[src/rtl/transaction_control_if.sv]
// Bundle between transaction_control and its environment: main-control handshake,
// balance RAM port and animation handshake.
interface transaction_control_if #(
    parameter int DATA_W = 8
) ();
    logic              start_transaction;
    logic [DATA_W-1:0] amount;
    logic [3:0]        key;
    logic [DATA_W-1:0] mem_rdata;
    logic              anim_done;
    logic [1:0]        mem_addr;
    logic [DATA_W-1:0] mem_wdata;
    logic              mem_wren;
    logic              anim_start;
    logic              finished_transaction;
    logic              success;
    logic              error;

    modport master (
        output start_transaction, amount, key, mem_rdata, anim_done,
        input  mem_addr, mem_wdata, mem_wren, anim_start, finished_transaction, success, error
    );

    modport slave (
        input  start_transaction, amount, key, mem_rdata, anim_done,
        output mem_addr, mem_wdata, mem_wren, anim_start, finished_transaction, success, error
    );
endinterface

[src/rtl/transaction_control.sv]
// Coin transfer sequencer: reads sender/receiver balances from a synchronous RAM,
// validates the transfer, writes both balances back and hands off to the animation.
module transaction_control #(
    parameter int DATA_W       = 8,
    parameter int ANIM_TIMEOUT = 50000000
) (
    input logic                  clock,
    input logic                  resetn,
    transaction_control_if.slave bus
);
    localparam int               CNT_W    = (ANIM_TIMEOUT > 1) ? $clog2(ANIM_TIMEOUT) : 1;
    localparam logic [CNT_W-1:0] CNT_LAST = CNT_W'(ANIM_TIMEOUT - 1);

    typedef enum logic [3:0] {
        IDLE, RD_SRC, CAP_SRC, CAP_DST, CHECK, WR_SRC, WR_DST, ANIM, DONE
    } state_e;

    state_e            state_q, state_d;
    logic              start_prev_q;
    logic [DATA_W-1:0] amt_q, amt_d;
    logic [3:0]        key_q, key_d;
    logic [DATA_W-1:0] src_bal_q, src_bal_d;
    logic [DATA_W-1:0] dst_bal_q, dst_bal_d;
    logic [CNT_W-1:0]  cnt_q, cnt_d;
    logic              success_q, success_d;
    logic              error_q, error_d;

    logic [1:0]        mem_addr;
    logic [DATA_W-1:0] mem_wdata;
    logic              mem_wren;
    logic              anim_start;
    logic              finished;

    // Extra bit catches receiver overflow past 2^DATA_W-1.
    logic [DATA_W:0]   dst_sum;
    logic              reject;

    assign dst_sum = {1'b0, dst_bal_q} + {1'b0, amt_q};
    assign reject  = (amt_q == '0) || (key_q[1:0] == key_q[3:2]) ||
                     (amt_q > src_bal_q) || dst_sum[DATA_W];

    always_ff @(posedge clock or negedge resetn) begin
        if (!resetn) begin
            state_q      <= IDLE;
            start_prev_q <= 1'b0;
            amt_q        <= '0;
            key_q        <= '0;
            src_bal_q    <= '0;
            dst_bal_q    <= '0;
            cnt_q        <= '0;
            success_q    <= 1'b0;
            error_q      <= 1'b0;
        end else begin
            state_q      <= state_d;
            start_prev_q <= bus.start_transaction;
            amt_q        <= amt_d;
            key_q        <= key_d;
            src_bal_q    <= src_bal_d;
            dst_bal_q    <= dst_bal_d;
            cnt_q        <= cnt_d;
            success_q    <= success_d;
            error_q      <= error_d;
        end
    end

    always_comb begin
        state_d    = state_q;
        amt_d      = amt_q;
        key_d      = key_q;
        src_bal_d  = src_bal_q;
        dst_bal_d  = dst_bal_q;
        cnt_d      = '0;
        success_d  = success_q;
        error_d    = error_q;
        mem_addr   = '0;
        mem_wdata  = '0;
        mem_wren   = 1'b0;
        anim_start = 1'b0;
        finished   = 1'b0;
        unique case (state_q)
            IDLE: begin
                if (bus.start_transaction && !start_prev_q) begin
                    amt_d     = bus.amount;
                    key_d     = bus.key;
                    success_d = 1'b0;
                    error_d   = 1'b0;
                    state_d   = RD_SRC;
                end
            end
            RD_SRC: begin
                mem_addr = key_q[1:0];
                state_d  = CAP_SRC;
            end
            CAP_SRC: begin
                src_bal_d = bus.mem_rdata;
                mem_addr  = key_q[3:2];
                state_d   = CAP_DST;
            end
            CAP_DST: begin
                dst_bal_d = bus.mem_rdata;
                state_d   = CHECK;
            end
            CHECK: begin
                if (reject) begin
                    error_d = 1'b1;
                    state_d = DONE;
                end else begin
                    state_d = WR_SRC;
                end
            end
            WR_SRC: begin
                mem_wren  = 1'b1;
                mem_addr  = key_q[1:0];
                mem_wdata = src_bal_q - amt_q;
                state_d   = WR_DST;
            end
            WR_DST: begin
                mem_wren  = 1'b1;
                mem_addr  = key_q[3:2];
                mem_wdata = dst_sum[DATA_W-1:0];
                success_d = 1'b1;
                state_d   = ANIM;
            end
            ANIM: begin
                // Counter is zero only on the entry cycle, so it doubles as the pulse gate.
                anim_start = (cnt_q == '0);
                cnt_d      = cnt_q + CNT_W'(1);
                if (bus.anim_done || cnt_q == CNT_LAST) state_d = DONE;
            end
            DONE: begin
                finished = 1'b1;
                state_d  = IDLE;
            end
            default: state_d = IDLE;
        endcase
    end

    assign bus.mem_addr             = mem_addr;
    assign bus.mem_wdata            = mem_wdata;
    assign bus.mem_wren             = mem_wren;
    assign bus.anim_start           = anim_start;
    assign bus.finished_transaction = finished;
    assign bus.success              = success_q;
    assign bus.error                = error_q;
endmodule
[src/flat_wrapper.sv]
// flat-port wrapper written by rule: the top's interface ports become plain ports
module transaction_control_flat 
#(
    parameter int DATA_W       = 8,
    parameter int ANIM_TIMEOUT = 50000000
)
  (clock, resetn, bus_start_transaction, bus_amount, bus_key, bus_mem_rdata, bus_anim_done, bus_mem_addr, bus_mem_wdata, bus_mem_wren, bus_anim_start, bus_finished_transaction, bus_success, bus_error);
  transaction_control_if #(.DATA_W(DATA_W)) bus_i ();
  input logic clock;
  input logic resetn;
  input wire logic [$bits(bus_i.start_transaction)-1:0] bus_start_transaction;
  input wire logic [$bits(bus_i.amount)-1:0] bus_amount;
  input wire logic [$bits(bus_i.key)-1:0] bus_key;
  input wire logic [$bits(bus_i.mem_rdata)-1:0] bus_mem_rdata;
  input wire logic [$bits(bus_i.anim_done)-1:0] bus_anim_done;
  output wire logic [$bits(bus_i.mem_addr)-1:0] bus_mem_addr;
  output wire logic [$bits(bus_i.mem_wdata)-1:0] bus_mem_wdata;
  output wire logic [$bits(bus_i.mem_wren)-1:0] bus_mem_wren;
  output wire logic [$bits(bus_i.anim_start)-1:0] bus_anim_start;
  output wire logic [$bits(bus_i.finished_transaction)-1:0] bus_finished_transaction;
  output wire logic [$bits(bus_i.success)-1:0] bus_success;
  output wire logic [$bits(bus_i.error)-1:0] bus_error;
  assign bus_i.start_transaction = bus_start_transaction;
  assign bus_i.amount = bus_amount;
  assign bus_i.key = bus_key;
  assign bus_i.mem_rdata = bus_mem_rdata;
  assign bus_i.anim_done = bus_anim_done;
  assign bus_mem_addr = bus_i.mem_addr;
  assign bus_mem_wdata = bus_i.mem_wdata;
  assign bus_mem_wren = bus_i.mem_wren;
  assign bus_anim_start = bus_i.anim_start;
  assign bus_finished_transaction = bus_i.finished_transaction;
  assign bus_success = bus_i.success;
  assign bus_error = bus_i.error;
  transaction_control #(.DATA_W(DATA_W), .ANIM_TIMEOUT(ANIM_TIMEOUT)) u_core (.clock(clock), .resetn(resetn), .bus(bus_i));
endmodule
[config.mk]
export PLATFORM = sky130hd
export DESIGN_NAME = transaction_control_flat
export DESIGN_NICKNAME = d
export VERILOG_FILES = /design/src/rtl/transaction_control_if.sv /design/src/rtl/transaction_control.sv /design/src/flat_wrapper.sv
export SDC_FILE = /design/constraint.sdc
export NUM_CORES = 1
export LEC_CHECK = 0
export CAP_MARGIN = 40
export CORE_MARGIN = 3
export CORE_UTILIZATION = 38
export DETAILED_ROUTE_END_ITERATION = 8
export PLACE_DENSITY_LB_ADDON = 0.3
export SYNTH_ARGS = -nofsm -noshare
export SYNTH_HDL_FRONTEND = slang
export SYNTH_SLANG_ARGS = --single-unit
[constraint.sdc]
create_clock -name clock -period 2.8 [get_ports clock]
set_input_delay 0.56 -clock clock [delete_from_list [all_inputs] [get_ports clock]]
set_output_delay 0.56 -clock clock [all_outputs]
set_load 0.03 [all_outputs]
==> flow_metrics.env <==
export IMPL_drtIter0Drc=84
export IMPL_fin_crit_sh=1.011
export IMPL_crit_path_end_kind="primary output"
export IMPL_start_util=0.3992
export IMPL_nFillCells=815
export IMPL_critical_path_cell_chain="ha_2 -> inv_2 -> fa_2 -> nor2b_2 -> o31a_1 -> o21ai_1 -> nand2b_1 -> xnor2_1 -> o22ai_1 -> buf_4"
export IMPL_areaGrowthSynthToFinish_pct=23.72
export IMPL_synth_area_um2=3550
export IMPL_clock_sinks=61
export IMPL_tightest_slew_ns=0.7634
export IMPL_grt_first_pass_wirelength_um=13130
export IMPL_vias_per_cell=5.287
export IMPL_status="complete, but fails checks"
export IMPL_ctsHtreeMaxLevel=3
export IMPL_synth_compound_area_frac=0.08530
export IMPL_drive_above_1_share=0.2379
export IMPL_cts_hold_buf=0
export IMPL_cp_start_kind="flip-flop"
export IMPL_final_common_cell="dfrtp_1"
export IMPL_ys_warn_count=0
export IMPL_clockRootBuffer="clkbuf_8"
export IMPL_synth_seq_cells=61
export IMPL_r2r_slack_ns=0.29
export IMPL_nets=453
export IMPL_path_clk_slew_ns=0.07
export IMPL_yosysSeqAreaShare=0.4300
export IMPL_synth_adder_area_share=0.07473
export IMPL_slew_headroom=0.4883
export IMPL_diodes=0
export IMPL_antenna_found_initial=0
export IMPL_finalHoldViolations=0
export IMPL_grt_max_degree=33
export IMPL_crit_type="flip-flop to primary output"
export IMPL_timing_final_crit_period_ns=2.830
export IMPL_ir_drop_mv=0.3441
export IMPL_place_detailed_hpwl_um=5827
export IMPL_num_rows=34
export IMPL_setup_slack_ns=-0.02982
export IMPL_cts_buffer_depth=2
export IMPL_grt_usage=0.1604
export IMPL_synthSimpleGateAreaFrac=0.2161
export IMPL_gp_congestion=0.8967
export IMPL_num_vias=2749
export IMPL_violations="setup timing"
export IMPL_die_w_um=102.7
export IMPL_fp_coreArea_um2=8891
export IMPL_routedWlPerCell_um=15.68
export IMPL_p_leak_uw=0.001862
export IMPL_power_density_nw_per_um2=1061
export IMPL_tns_ns=-0.04055
export IMPL_hold_class="input port to async pin"
export IMPL_cap_viol_max_count=0
export IMPL_slowest_stage="dfrtp_1"
export IMPL_die_h_um=102.7
export IMPL_crit_fanout=3
export IMPL_drc=0
export IMPL_antenna_left=0
export IMPL_crit_required_ns=2.24
export IMPL_slowest_delay_ns=0.43
export IMPL_setup_violations_final=2
export IMPL_grt_pass1_vias=2761
export IMPL_synth_nets=395
export IMPL_io_buffers=38
export IMPL_arrival_ns=2.27
export IMPL_clock_latency_ns=0.33
export IMPL_cts_buffers_inserted=9
export IMPL_fin_util=0.4939
export IMPL_grt_overflow=0
export IMPL_final_max_slew_viol_count=0
export IMPL_synth_top_family_by_area="simple AND/OR/NAND/NOR gates"
export IMPL_fmax_mhz=353.4
export IMPL_synthCells=351
export IMPL_avgSynthCellArea_um2=10.11
export IMPL_die_area_um2=10540
export IMPL_rsz0062_at_grt="true"
export IMPL_synthMuxAreaShare=0.07931
export IMPL_ys_types=52
export IMPL_first_pass_iters=4
export IMPL_wl_um=8154
export IMPL_finClkSkew_ns=0.008046
export IMPL_cts_tree="yes"
export IMPL_synth_xor_area_frac=0.07896
export IMPL_num_io_pins=39
export IMPL_final_cell_mix="dfrtp_1 (58), nor2_1 (37), clkdlybuf4s50_1 (28), nand2_1 (25), mux2_2 (25)"
what timing repair did:
item,4_1_cts,5_1_grt
endpoints found under the hold margin,0,0
setup buffers,5,3
setup endpoints to repair,6,8
gates resized for setup,15,14
pin swaps,8,11
Yosys cell counts (all sizes together):
cell	number	area (µm²)
a211o	1	8.760
a211oi	1	7.510
a21oi	9	45.04
a22oi	2	15.01
and2	3	20.02
and2b	1	8.760
and3	3	20.02
and4	4	40.04
buf	5	30.02
clkbuf	4	25.02
dfrtp	61	1526
fa	2	40.04
ha	18	225.2
inv	19	71.32
mux2	25	281.5
nand2	25	93.84
nand2b	7	43.79
nand3	15	80.08
nand4	6	73.82
nor2	37	138.9
nor2b	5	31.28
nor3	6	50.05
nor4	11	81.32
nor4b	2	17.52
o2111ai	1	8.760
o211a	1	10.01
o211ai	1	7.510
o21a	1	7.510
o21ai	21	105.1
o21bai	1	7.510
o22ai	6	37.54
o311a	1	10.01
o31a	1	8.760
o31ai	2	15.01
o41ai	1	8.760
or2	1	6.260
or3	6	37.54
or3b	1	8.760
or4	2	15.01
xnor2	15	131.4
xor2	17	148.9
critical path, delay by kind of cell (launching register included):
kind	cells	cell delay (ns)
buffers and inverters	2	0.23
and+or+nand+nor	2	0.13
xor gates and xnor gates	1	0.17
adders and majority gates	2	0.40
AOI/OAI and AO/OA	3	0.57
DFF	1	0.43
registers in the layout, indices dropped and copies added (netlist names):
register and count:
u_core.dst_bal_q 8, u_core.bus.error 1, u_core.src_bal_q 8, u_core.bus.success 1
u_core.cnt_q 26, u_core.key_q 4, u_core.state_q 4, u_core.amt_q 8
u_core.start_prev_q 1
per-stage QoR:
stage	setup WS [ns]	instances	instance area, µm²	hold WS [ns]	power (µW)
final	-0.02982	520	4392	0.06087	4661
after global routing	-0.1409	520	4392	0.04638	4987
after CTS	-0.03418	517	4307	0.05025	4473
after detailed placement	0.1532	498	4068	0.4227	3618
after global placement	0.1858	498	4068	0.4200	3550
after floorplan	0.1901	351	3550	0.2644	3008
worst paths after layout:
kind	start	end	cells past startpoint
setup / recovery	u_core.amt_q[0]$_DFFE_PN0P_	bus_mem_wdata[6]	10
hold / removal	resetn	u_core.dst_bal_q[6]$_DFFE_PN0P_	1
setup reg to reg	u_core.amt_q[0]$_DFFE_PN0P_	u_core.state_q[2]$_DFFE_PN0P_	10
hold reg to reg	u_core.cnt_q[0]$_DFF_PN0_	u_core.cnt_q[0]$_DFF_PN0_	1
max in group asynchronous	resetn	u_core.state_q[1]$_DFFE_PN0P_	2
min in group clock	u_core.cnt_q[0]$_DFF_PN0_	u_core.cnt_q[0]$_DFF_PN0_	1
cells by family (layout without fill, tap and decap cells):
group | Yosys count | in the layout
buffers and inverters | 28 | 89
XOR/XNOR | 32 | 32
AND/OR/NAND/NOR | 135 | 135
flip-flops | 61 | 61
adder cells (fa/ha/maj) | 20 | 20
AO/OA/AOI/OAI | 50 | 50
multiplexers | 25 | 25
layout make-up:
cell class | instances | area, µm² | share of cell area
Multi-Input combinational cell | 262 | 1996 | 0.4544
Sequential cell | 61 | 1530 | 0.3484
Timing Repair Buffer | 56 | 494.2 | 0.1125
Clock buffer | 12 | 155.1 | 0.03533
Tap cell | 108 | 135.1 | 0.03077
Inverter | 19 | 71.32 | 0.01624
Clock inverter | 2 | 10.01 | 0.002279
report_power, final:
group          internal [µW]  switching (µW)  leakage (µW)  total [µW]
Sequential              1140             221      0.000781        1360
Combinational           1270            1350      0.000993        2620
Clock                    357             324     0.0000881         681
Total                   2760            1900       0.00186        4660
metal layers:
layer | part of all wire | global-route usage | vias to the layer above
met2 | 0.48 | 0.2627 | 50
li1 | - | - | 1347
met5 | 0 | 0 | -
met1 | 0.46 | 0.2053 | 1337
met4 | 0.021 | 0.04945 | 0
met3 | 0.040 | 0.04668 | 15
(Power assumes the default switching activity.)
